===== src/rtl/fetch_pkg.sv =====
// Shared types and constants for the instruction-fetch queue.
// No logic here; widths default to a 32-bit core.
// Imported by the fetch top and its FIFO.
package fetch_pkg;

  localparam int unsigned FETCH_ADDR_W  = 32;
  localparam int unsigned FETCH_INSTR_W = 32;

  // Sequential fetch advances by one 32-bit instruction.
  localparam int unsigned PC_INC = 4;

  // Low PC bits forced to zero (word alignment).
  localparam int unsigned ALIGN_MASK = 3;

  // One queued fetch: the return address of the instruction plus its encoding.
  typedef struct packed {
    logic [FETCH_ADDR_W-1:0]  pcp4;
    logic [FETCH_INSTR_W-1:0] instr;
  } fetch_entry_t;

endpackage


===== src/rtl/fetch_fifo.sv =====
// Purpose: synchronous DEPTH-entry FIFO with flush, combinational head read.
// Latency: a pushed entry is visible at the head on the following cycle.
// Backpressure: push ignored when full unless a pop frees a slot the same cycle.
module fetch_fifo
  import fetch_pkg::*;
#(
  parameter int unsigned W     = FETCH_ADDR_W + FETCH_INSTR_W,
  parameter int unsigned DEPTH = 4
) (
  input  logic                       clk,
  input  logic                       rst_n,
  input  logic                       flush,
  input  logic                       push,
  input  logic [W-1:0]               push_dat,
  input  logic                       pop,
  output logic [W-1:0]               head_dat,
  output logic [$clog2(DEPTH):0]     count,
  output logic                       empty,
  output logic                       full
);

  localparam int unsigned PTR_W = $clog2(DEPTH);
  localparam int unsigned CNT_W = PTR_W + 1;

  logic [W-1:0]     mem [DEPTH];
  logic [PTR_W-1:0] rd_ptr;
  logic [PTR_W-1:0] wr_ptr;
  logic             do_push;
  logic             do_pop;

  assign empty    = (count == '0);
  assign full     = (count == CNT_W'(DEPTH));
  assign do_pop   = pop & ~empty;
  assign do_push  = push & (~full | pop);
  assign head_dat = mem[rd_ptr];

  // Storage write; no reset needed since the head is only trusted when not empty.
  always_ff @(posedge clk) begin
    if (do_push && !flush) begin
      mem[wr_ptr] <= push_dat;
    end
  end

  // Pointer and occupancy tracking; flush drops every entry by catching rd up to wr.
  always_ff @(posedge clk or negedge rst_n) begin
    if (!rst_n) begin
      rd_ptr <= '0;
      wr_ptr <= '0;
      count  <= '0;
    end else if (flush) begin
      rd_ptr <= wr_ptr;
      count  <= '0;
    end else begin
      if (do_push) begin
        wr_ptr <= wr_ptr + PTR_W'(1);
      end
      if (do_pop) begin
        rd_ptr <= rd_ptr + PTR_W'(1);
      end
      case ({do_push, do_pop})
        2'b10:   count <= count + CNT_W'(1);
        2'b01:   count <= count - CNT_W'(1);
        default: count <= count;
      endcase
    end
  end

endmodule


===== src/rtl/fetch_queue_unit.sv =====
// Purpose: PC owner and prefetch buffer feeding decode with {pc+4, instr} pairs.
// Latency: fetch in cycle N shows at out_valid in N+1; redirect target appears 2 cycles later.
// Backpressure: out_ready low fills the queue; when full the PC holds and imem_data is ignored.
module fetch_queue_unit
  import fetch_pkg::*;
#(
  parameter int unsigned       ADDR_W   = FETCH_ADDR_W,
  parameter int unsigned       INSTR_W  = FETCH_INSTR_W,
  parameter int unsigned       DEPTH    = 4,
  parameter logic [ADDR_W-1:0] RESET_PC = '0
) (
  input  logic                      clk,
  input  logic                      rst_n,
  input  logic                      fetch_en,
  output logic [ADDR_W-1:0]         imem_addr,
  input  logic [INSTR_W-1:0]        imem_data,
  input  logic                      redirect,
  input  logic [ADDR_W-1:0]         redirect_pc,
  output logic                      out_valid,
  input  logic                      out_ready,
  output logic [INSTR_W-1:0]        out_instr,
  output logic [ADDR_W-1:0]         out_pcp4,
  output logic [$clog2(DEPTH):0]    count
);

  localparam logic [ADDR_W-1:0] PC_STEP    = ADDR_W'(PC_INC);
  localparam logic [ADDR_W-1:0] ALIGN_KEEP = ~ADDR_W'(ALIGN_MASK);

  typedef struct packed {
    logic [ADDR_W-1:0]  pcp4;
    logic [INSTR_W-1:0] instr;
  } entry_t;

  logic [ADDR_W-1:0] pc;
  logic              push;
  logic              pop;
  logic              fifo_empty;
  logic              fifo_full;
  entry_t            wr_entry;
  entry_t            head_entry;

  assign imem_addr = pc;
  assign out_valid = ~fifo_empty;
  assign pop       = out_valid & out_ready;
  // Redirect wins over fetch; a slot freed by this cycle's pop may be refilled at once.
  assign push      = fetch_en & ~redirect & (~fifo_full | pop);
  assign wr_entry  = '{pcp4: pc + PC_STEP, instr: imem_data};

  // Head is zeroed when empty so decode never sees stale storage.
  assign out_instr = out_valid ? head_entry.instr : '0;
  assign out_pcp4  = out_valid ? head_entry.pcp4  : '0;

  // PC: redirect reloads the aligned target, otherwise advance only on an accepted fetch.
  always_ff @(posedge clk or negedge rst_n) begin
    if (!rst_n) begin
      pc <= RESET_PC & ALIGN_KEEP;
    end else if (redirect) begin
      pc <= redirect_pc & ALIGN_KEEP;
    end else if (push) begin
      pc <= pc + PC_STEP;
    end
  end

  fetch_fifo #(
    .W     ($bits(entry_t)),
    .DEPTH (DEPTH)
  ) u_fifo (
    .clk      (clk),
    .rst_n    (rst_n),
    .flush    (redirect),
    .push     (push),
    .push_dat (wr_entry),
    .pop      (pop),
    .head_dat (head_entry),
    .count    (count),
    .empty    (fifo_empty),
    .full     (fifo_full)
  );

endmodule


===== config.mk =====
export PLATFORM = sky130hd
export DESIGN_NAME = fetch_queue_unit
export DESIGN_NICKNAME = d
export VERILOG_FILES = /design/src/rtl/fetch_pkg.sv /design/src/rtl/fetch_fifo.sv /design/src/rtl/fetch_queue_unit.sv
export SDC_FILE = /design/constraint.sdc
export NUM_CORES = 1
export LEC_CHECK = 0
export BUFFER_PORTS_ARGS = -buffer_cell sky130_fd_sc_hd__buf_2
export CELL_PAD_IN_SITES_DETAIL_PLACEMENT = 1
export CELL_PAD_IN_SITES_GLOBAL_PLACEMENT = 1
export CORE_MARGIN = 2
export CORE_UTILIZATION = 52
export CTS_BUF_LIST = sky130_fd_sc_hd__clkbuf_16
export DETAILED_ROUTE_END_ITERATION = 8
export GPL_TIMING_DRIVEN = 0
export PLACE_DENSITY = 0.82
export SYNTH_ARGS = -nofsm -noshare
export SYNTH_HDL_FRONTEND = slang
export SYNTH_SLANG_ARGS = --single-unit

===== constraint.sdc =====
create_clock -name clk -period 4.9 [get_ports clk]
set_input_delay 0.98 -clock clk [delete_from_list [all_inputs] [get_ports clk]]
set_output_delay 0.98 -clock clk [all_outputs]
set_load 0.005 [all_outputs]

==> flow_metrics.tcl, run 1 <==
set metrics [dict create \
    antenna_found_initial 2 \
    cp-end-kind "output pin" \
    grt-ovfl-total 0 \
    start_util_pct 52.6 \
    die_y_um 158 \
    root_buffer "clkbuf_16" \
    ys.flop_type "edfxtp_1" \
    power_frac_comb_pct 30.5 \
    internal-power_w 0.00526 \
    final_max_slew_viol_count 0 \
    p_switching_w 0.00223 \
    die_x_um 158 \
    grtUsageTotal_pct 25.0 \
    p_clk_share_pct 28.3 \
    period_share_pct 76.4 \
    io_buffers 161 \
    gr-usage-met2_pct 42.6 \
    cts_tree "built" \
    first_pass_iters 5 \
    critPathArrivalTime_ps 2760 \
    busiest_layer "met2" \
    totalWireLength_um 30700 \
    synth_top_family_by_area "multiplexers" \
    reg2reg_slack_ps 1760 \
    post-route-min-period_ps 3740 \
    yosys.area.top_type_share_pct 60.7 \
    finClkSkew_ps 21.4 \
    use_met3_pct 3.86 \
    synthMuxAreaShare_pct 11.7 \
    place_congestion 0.887 \
    worst_pin_slew_ps 1120 \
    dpl_cell_area_mm2 0.0136 \
    drive_gt1_share_pct 29.7 \
    cts.sinks 285 \
    yosysTopAreaCell "edfxtp_1" \
    final_common_cell "edfxtp_1" \
    antenna_left 0 \
    fin_nets 1033 \
    crit_type "reg2out" \
    seq_power_share_pct 41.2 \
    core_area_mm2 0.0233 \
    p_total_w 0.00749 \
    synthXorXnorAreaFrac_pct 3.00 \
    wire_per_inst_um 23.6 \
    startpoint "u_fifo.rd_ptr[0]$_DFFE_PN0P_" \
    synth_enable_flop_cells 248 \
    sw_frac_of_total_pct 29.8 \
    hold_viol_final 0 \
    dp_hpwl_um 20800 \
    grt_start_max_net_pins 53 \
    cp_common_cell "buf_2" \
    ys_types 48 \
    numCtsBuffers 30 \
    async_flop_share_pct 13.0 \
    viasPerCell 5.80 \
    path_clk_slew_ps 70 \
    layout_common_cells "edfxtp_1, buf_2, and2_1, mux4_2, dfrtp_1" \
    core.rowCount 56 \
    yosys.area_share.simple_pct 11.1 \
    postCtsSetupBuffers 0 \
    die_area_mm2 0.0248 \
    drtIter0Drc 528 \
    drt_drc_violations_left 0 \
    ys_seq_area_share_pct 68.3 \
    ys_seq_elements 285 \
    use_met1_pct 34.1 \
    leakage_nw 5.19 \
    cp-start-kind "flop" \
    fmax_mhz 267 \
    setup-violations-final 0 \
    required_ps 3920 \
    grt_first_pass_wirelength_um 46500 \
    final_area_mm2 0.0145 \
    cp_slowest_stage_delay_ps 560 \
    crit_fanout 10 \
    reg2reg_from "u_fifo.count[0]$_DFFE_PN0P_" \
    clk_latency_ps 550 \
    power_density_mw_per_mm2 516 \
    worstHoldPathType "in2async" \
    clock_path_buffers 3 \
    cts_resized 0 \
    vias 7546 \
    grt_pass1_vias 8017 \
    rsz0062_at_grt "false" \
    outcome "complete, no violations" \
    synth-compound-area-share_pct 2.97 \
    ctsHoldBuffers 0 \
    syn-mean-instance-area_um2 16.2 \
    htree_levels 1 \
    setup-tns-final_ps 0 \
    cp_slowest_cell "mux4_2" \
    synth_area_mm2 0.0123 \
    maxSlewHeadroom_pct 24.9 \
    drv_cap 0 \
    area_growth_pct 18.4 \
    synthTopCellsByArea "edfxtp_1, mux4_2, dfrtp_1" \
    peakVddDrop_uv 265 \
    io-pin-count 169 \
    crit_chain "clkbuf_1 -> buf_2 -> mux4_2 -> and2_1 -> buf_2" \
    yosys.area_share.adder_pct 0.673 \
    ys_warn_count 0 \
    syn_inst 758 \
]
==> flip-flops by register name, indices dropped and copies added (netlist names) <==
register	cells
u_fifo.wr_ptr	2
imem_addr	30
u_fifo.count	3
u_fifo.mem	248
u_fifo.rd_ptr	2
==> routing by layer <==
layer  up-vias  wire length, um
li1       3367                -
met1      3830            12900
met2       302            15200
met3        47             1860
met4         0              652
met5         -                0
==> stage by stage <==
stage / hold slack, ps / worst slack [ps] / utilization (%) / cells
after detailed placement: 565 / 1230 / 58.3 / 1245
after CTS: 578 / 1060 / 62.2 / 1298
after global routing: 631 / 989 / 62.2 / 1300
final: 573 / 1160 / 62.2 / 1300
after global placement: 563 / -193 / 57.8 / 1241
after floorplan: 505 / 1200 / - / 761
==> power by group through the flow <==
stage,clock network (W),logic [W],registers (W)
6_report,0.00212,0.00228,0.00309
5_1_grt,0.00223,0.00251,0.00311
4_1_cts,0.00215,0.00233,0.00309
3_5_place_dp,0,0.00231,0.00314
3_3_place_gp,0,0.00218,0.00314
2_1_floorplan,0,0.00140,0.00310
==> path summary, 6_finish.rpt <==
| kind | depth (start not counted) | to |
|---|---|---|
| worst max-delay path | 5 | out_instr[2] |
| worst min-delay path | 1 | u_fifo.wr_ptr[0]$_DFFE_PN0P_ |
| worst max register to register | 9 | u_fifo.count[1]$_DFFE_PN0P_ |
| worst min register to register | 2 | u_fifo.rd_ptr[1]$_DFFE_PN0P_ |
| max in group asynchronous | 1 | imem_addr[13]$_DFFE_PN0N_ |
| min in group clk | 2 | u_fifo.rd_ptr[1]$_DFFE_PN0P_ |
==> layout make-up <==
class                   count  area [um2]
clock inverters            22         136
inverters                   8        30.0
repair buffers            165         908
flip-flops and latches    285        8370
fillers                  2217        8810
clock buffers              31         776
diodes                      2        5.00
well taps                 319         399
multi-input cells         413        3650
plain buffers              55         240
==> critical path: cells and delay by family, from the launching register on <==
family        cells  cell delay, ps
buf+inv           3            1110
flops             1             350
mux               1             560
simple gates      1             180
==> Yosys cell counts (14+ instances only) <==
cell	n
o21ai_0	14
nand2_1	36
xor2_1	19
dfrtp_1	37
clkbuf_1	35
edfxtp_1	248
xnor2_1	23
nand3_1	24
o31ai_1	14
nand4_1	21
mux4_2	63
or4_1	16
and2_1	63
nor2_1	29
==> cell families (layout without fill, tap and decap cells) <==
family / count (synthesis) / in the layout
flops: 285 / 285
mux: 65 / 65
other cells: 1 / 6
simple gates: 241 / 241
xor+xnor: 42 / 42
buf+inv: 63 / 281
compound gates: 55 / 55
fa+ha+maj: 6 / 6
No activity file was read; power rests on OpenSTA's default activity.
==> run 2: changes to the inputs <==
--- a/config.mk
+++ b/config.mk
@@ -9,11 +9,11 @@
 export CELL_PAD_IN_SITES_DETAIL_PLACEMENT = 1
 export CELL_PAD_IN_SITES_GLOBAL_PLACEMENT = 1
 export CORE_MARGIN = 2
-export CORE_UTILIZATION = 52
+export CORE_UTILIZATION = 48
 export CTS_BUF_LIST = sky130_fd_sc_hd__clkbuf_16
 export DETAILED_ROUTE_END_ITERATION = 8
 export GPL_TIMING_DRIVEN = 0
-export PLACE_DENSITY = 0.82
+export PLACE_DENSITY = 0.76
 export SYNTH_ARGS = -nofsm -noshare
 export SYNTH_HDL_FRONTEND = slang
 export SYNTH_SLANG_ARGS = --single-unit
==> constraint.sdc (replaced) <==
create_clock -name clk -period 3.6 [get_ports clk]
set_input_delay 0.72 -clock clk [delete_from_list [all_inputs] [get_ports clk]]
set_output_delay 0.72 -clock clk [all_outputs]
set_load 0.005 [all_outputs]
==> run 2 against run 1 <==
  * Sequential cell count unchanged
  * Routed wire length is 3.6% lower
  * Final cell count grew 0.85%
  * Largest cell class unchanged
==> flow_metrics.tcl, run 2 (synthesized netlist as in run 1, its figures left out) <==
set metrics [dict create \
    io-pin-count 169 \
    grtUsageTotal_pct 22.5 \
    top_register "u_fifo.mem" \
    crit_type "reg2out" \
    first_pass_iters 4 \
    core.rowCount 58 \
    vias 7478 \
    grt-ovfl-total 0 \
    post-route-min-period_ps 3440 \
    required_ps 2880 \
    final_common_cell "edfxtp_1" \
    layout_common_cells "edfxtp_1, buf_2, and2_1, mux4_2, dfrtp_1" \
    cts_resized 0 \
    sw_frac_of_total_pct 28.9 \
    worstHoldPathType "in2async" \
    place_congestion 0.828 \
    hold_viol_final 0 \
    wire_per_inst_um 22.5 \
    power_frac_comb_pct 29.2 \
    root_buffer "clkbuf_16" \
    critPathArrivalTime_ps 2720 \
    period_share_pct 95.5 \
    cp-start-kind "flop" \
    reg2reg_from "u_fifo.count[1]$_DFFE_PN0P_" \
    fin_nets 1032 \
    totalWireLength_um 29600 \
    grt_first_pass_wirelength_um 45600 \
    drtIter0Drc 497 \
    io_buffers 161 \
    hold_slack_ps 300 \
    core_area_mm2 0.0251 \
    leakage_nw 5.22 \
    grt_pass1_vias 7783 \
    drive_gt1_share_pct 30.6 \
    die_y_um 164 \
    reg2reg_slack_ps 450 \
    cp_slowest_stage_delay_ps 640 \
    clock_path_buffers 3 \
    setup-violations-final 0 \
    fmax_mhz 291 \
    die_area_mm2 0.0268 \
    ctsHoldBuffers 0 \
    antenna_left 0 \
    die_x_um 164 \
    drv_cap 0 \
    htree_levels 1 \
    numCtsBuffers 30 \
    r2r-end "u_fifo.count[1]$_DFFE_PN0P_" \
    antenna_found_initial 1 \
    area_growth_pct 19.4 \
    dp_hpwl_um 20300 \
    peakVddDrop_uv 393 \
    outcome "complete, no violations" \
    antenna_cells 0 \
    fillers 2479 \
    crit_fanout 10 \
    critPathTopFamily "buffers and inverters" \
    final_max_slew_viol_count 0 \
    worst_pin_slew_ps 1120 \
    maxSlewHeadroom_pct 24.6 \
    largest_reg_flops 248 \
    p_clk_share_pct 30.2 \
    grt_start_max_net_pins 51 \
    cp-end-kind "output pin" \
    power_density_mw_per_mm2 711 \
    drt_drc_violations_left 0 \
    cp_slowest_cell "clkbuf_1" \
    final_core_util_pct 58.3 \
    start_util_pct 48.8 \
    viasPerCell 5.70 \
    timing.critical_path.buf_inv 3 \
    clk_latency_ps 550 \
    p_switching_w 0.00301 \
    worstRegToRegCells 9 \
    cts_tree "built" \
    setup-tns-final_ps 0 \
    postCtsSetupBuffers 0 \
    seq_power_share_pct 40.6 \
    fin_ws_ps 162 \
    path_clk_slew_ps 60 \
    internal-power_w 0.00740 \
    cp_common_cell "clkbuf_1" \
    crit_chain "clkbuf_1 -> clkbuf_1 -> mux4_2 -> and2_1 -> buf_2" \
    rsz0062_at_grt "false" \
    cts.sinks 285 \
    finClkSkew_ps 12.5 \
    dpl_worst_slack_ps 191 \
]
[run 2: cell count changes in the layout (fill, tap and decap cells not counted), moves of 2 or more]
cell / delta
inv_1: -5
bufinv_16: +3
clkinv_2: +3
clkinv_4: +2
diode_2: -2
[run 2: worst register-to-register path: cells and delay by family (launching register included)]
kind / cells / cell delay (ps)
AOI/OAI and AO/OA: 3 / 460
adders and majority gates: 1 / 440
buffers and inverters: 1 / 250
DFF: 1 / 500
and+or+nand+nor: 4 / 1380
[run 2: layer usage]
layer	vias to the layer above	share of wire, %	global-route usage, %
met5	-	0.041	0
met4	2	2.2	6.06
met3	44	5.7	3.31
met2	258	49	37.4
met1	3817	43	31.3
li1	3357	-	-
[run 2: how the worst max path moves through the flow]
stage | startpoint | end | slack [ps] | cells after the start
floorplan | out_ready | u_fifo.mem[0][0]$_DFFE_PP_ | 160 | 5
global placement | out_ready | u_fifo.mem[0][13]$_DFFE_PP_ | -1290 | 5
detailed placement | out_ready | u_fifo.count[1]$_DFFE_PN0P_ | 190 | 10
CTS | u_fifo.rd_ptr[0]$_DFFE_PN0P_ | out_instr[28] | 10 | 5
global route | u_fifo.count[0]$_DFFE_PN0P_ | out_instr[25] | 30 | 5
finish | u_fifo.rd_ptr[1]$_DFFE_PN0P_ | out_pcp4[22] | 160 | 5
[run 2: power by group through the flow]
stage	registers (W)	clock network [W]	logic (W)
4_1_cts	0.00420	0.00321	0.00316
3_5_place_dp	0.00426	0	0.00313
3_3_place_gp	0.00427	0	0.00299
2_1_floorplan	0.00422	0	0.00191
6_report	0.00422	0.00315	0.00304
5_1_grt	0.00426	0.00332	0.00335
[run 2: area by class of cell]
| cell class | count | area (um2) | area share, % |
|---|---|---|---|
| multi-input cells | 413 | 3650 | 25.0 |
| well taps | 330 | 413 | 2.82 |
| repair buffers | 165 | 916 | 6.26 |
| flip-flops and latches | 285 | 8370 | 57.2 |
| inverters | 8 | 30.0 | 0.205 |
| plain buffers | 54 | 236 | 1.62 |
| clock inverters | 25 | 244 | 1.67 |
| clock buffers | 31 | 776 | 5.30 |
[run 2: per-stage QoR]
stage	power (W)	cell area, um2	instances
after floorplan	0.00613	12300	761
after global placement	0.00726	13500	1252
after detailed placement	0.00739	13600	1256
after CTS	0.0106	14600	1312
after global routing	0.0109	14600	1311
final	0.0104	14600	1311
==> run 3: changes to the inputs <==
--- a/config.mk
+++ b/config.mk
@@ -6,10 +6,8 @@
 export NUM_CORES = 1
 export LEC_CHECK = 0
 export BUFFER_PORTS_ARGS = -buffer_cell sky130_fd_sc_hd__buf_2
-export CELL_PAD_IN_SITES_DETAIL_PLACEMENT = 1
-export CELL_PAD_IN_SITES_GLOBAL_PLACEMENT = 1
 export CORE_MARGIN = 2
-export CORE_UTILIZATION = 48
+export CORE_UTILIZATION = 57
 export CTS_BUF_LIST = sky130_fd_sc_hd__clkbuf_16
 export DETAILED_ROUTE_END_ITERATION = 8
 export GPL_TIMING_DRIVEN = 0
==> run 3 against run 2 <==
  * Via count decreased by 0.47%
  * Critical path depth unchanged
  * Final cell count decreased by 4.5%
==> flow_metrics.tcl, run 3 (synthesized netlist as in run 1, its figures left out) <==
set metrics [dict create \
    core_area_mm2 0.0211 \
    die_area_mm2 0.0227 \
    crit_chain "or3_1 -> clkbuf_1 -> clkbuf_1 -> and2_1 -> buf_2" \
    final_common_cell "edfxtp_1" \
    leakage_nw 5.16 \
    cts.sinks 285 \
    wire_per_inst_um 21.1 \
    fmax_mhz 300 \
    vias 7443 \
    root_buffer "clkbuf_16" \
    maxSlewHeadroom_pct 30.3 \
    outcome "complete, no violations" \
    critPathArrivalTime_ps 2610 \
    final_core_util_pct 68.6 \
    grtUsageTotal_pct 23.6 \
    core.rowCount 53 \
    grt_first_pass_wirelength_um 40600 \
    ctsHoldBuffers 0 \
    start_util_pct 58.2 \
    worstRegToRegCells 9 \
    cp_slowest_cell "dfrtp_1" \
    place_congestion 0.911 \
    largest_reg_flops 248 \
    setup-violations-final 0 \
    cp-start-kind "flop" \
    layout_common_cells "edfxtp_1, buf_2, and2_1, mux4_2, dfrtp_1" \
    io_buffers 161 \
    final_max_slew_viol_count 0 \
    peakVddDrop_uv 362 \
    finClkSkew_ps 12.7 \
    clk_latency_ps 530 \
    die_x_um 151 \
    cts_resized 0 \
    required_ps 2880 \
    cp-end-kind "output pin" \
    fin_nets 1030 \
    p_switching_w 0.00287 \
    antenna_cells 0 \
    grt-ovfl-total 0 \
    cts_tree "built" \
    clock_path_buffers 3 \
    antenna_found_initial 0 \
    period_share_pct 92.5 \
    post-route-min-period_ps 3330 \
    grt_pass1_vias 7199 \
    drive_gt1_share_pct 30.8 \
    drtIter0Drc 699 \
    power_frac_comb_pct 29.6 \
    io-pin-count 169 \
    sw_frac_of_total_pct 28.7 \
    die_y_um 151 \
    grt_start_max_net_pins 42 \
    timing.critical_path.buf_inv 3 \
    dp_hpwl_um 17700 \
    seq_power_share_pct 42.0 \
    cp_slowest_stage_delay_ps 550 \
    postCtsSetupBuffers 0 \
    numCtsBuffers 28 \
    p_total_w 0.0100 \
    hold_viol_final 0 \
    critPathTopFamily "buffers and inverters" \
    power_density_mw_per_mm2 693 \
    internal-power_w 0.00715 \
    p_clk_share_pct 28.3 \
    antenna_left 0 \
    first_pass_iters 5 \
    crit_type "reg2out" \
    crit_cells 5 \
    drt_drc_violations_left 0 \
    cp_common_cell "clkbuf_1" \
    drv_cap 0 \
    viasPerCell 5.94 \
    totalWireLength_um 26400 \
    path_clk_slew_ps 60 \
    area_growth_pct 17.9 \
    worstHoldPathType "in2async" \
    htree_levels 1 \
    worst_pin_slew_ps 1040 \
    rsz0062_at_grt "false" \
    crit_fanout 10 \
    top_register "u_fifo.mem" \
]
run 3: cell types whose count changed in the layout (fill, tap and decap cells not counted), sizes merged:
cell      before  now
bufinv         5    3
clkinv        15   17
inv           12    9
clkinvlp       1    2
clkbuf        65   63
run 3: power groups by stage:
| stage | sequential, W | combinational (W) | clock (W) |
|---|---|---|---|
| floorplan | 0.00422 | 0.00191 | 0 |
| global placement | 0.00427 | 0.00296 | 0 |
| detailed placement | 0.00425 | 0.00305 | 0 |
| CTS | 0.00419 | 0.00307 | 0.00289 |
| global route | 0.00425 | 0.00329 | 0.00302 |
| finish | 0.00421 | 0.00297 | 0.00284 |
run 3: layout make-up:
| cell class | count | area (um2) |
|---|---|---|
| plain buffers | 54 | 236 |
| clock buffers | 29 | 726 |
| clock inverters | 23 | 185 |
| fillers | 1452 | 6630 |
| inverters | 8 | 30.0 |
| multi-input cells | 413 | 3650 |
| flip-flops and latches | 285 | 8370 |
| well taps | 275 | 344 |
| repair buffers | 165 | 908 |
run 3: worst reg2reg max path, stage by stage, from the launching register on:
cell and delay, ps:
dfrtp_1 490, or4b_2 690, clkbuf_1 230, nand2_1 290, nor2_1 160, nor2_1 170
fa_1 440, o21ai_0 90, a311oi_1 60, o221a_2 280
run 3: path summary, 6_finish.rpt:
path,from,endpoint,slack (ps)
hold reg to reg,u_fifo.wr_ptr[0]$_DFFE_PN0P_,u_fifo.rd_ptr[0]$_DFFE_PN0P_,550
min in group clk,redirect_pc[5],imem_addr[5]$_DFFE_PN0N_,390
hold / removal,rst_n,imem_addr[30]$_DFFE_PN0N_,310
setup reg to reg,u_fifo.count[1]$_DFFE_PN0P_,u_fifo.count[1]$_DFFE_PN0P_,590
setup / recovery,u_fifo.count[0]$_DFFE_PN0P_,out_instr[24],270
max in group asynchronous,rst_n,imem_addr[19]$_DFFE_PN0N_,2730
run 3: metal layers:
metal,global-route usage [%],part of all wire [%],up-vias
met5,0,0,-
met4,6.26,1.8,0
met3,3.97,9.0,36
met2,37.8,48,385
met1,34.3,41,3660
li1,-,-,3362
run 3: stage by stage:
step	hold WS (ps)	setup slack [ps]	instance area, um2	setup TNS (ps)	std cells
after floorplan	424	165	12300	0	761
after CTS	327	87.5	14500	0	1253
final	313	268	14500	0	1252
after global routing	369	65.8	14500	0	1252
after detailed placement	535	277	13500	0	1201
after global placement	538	-1240	13400	-300580	1197
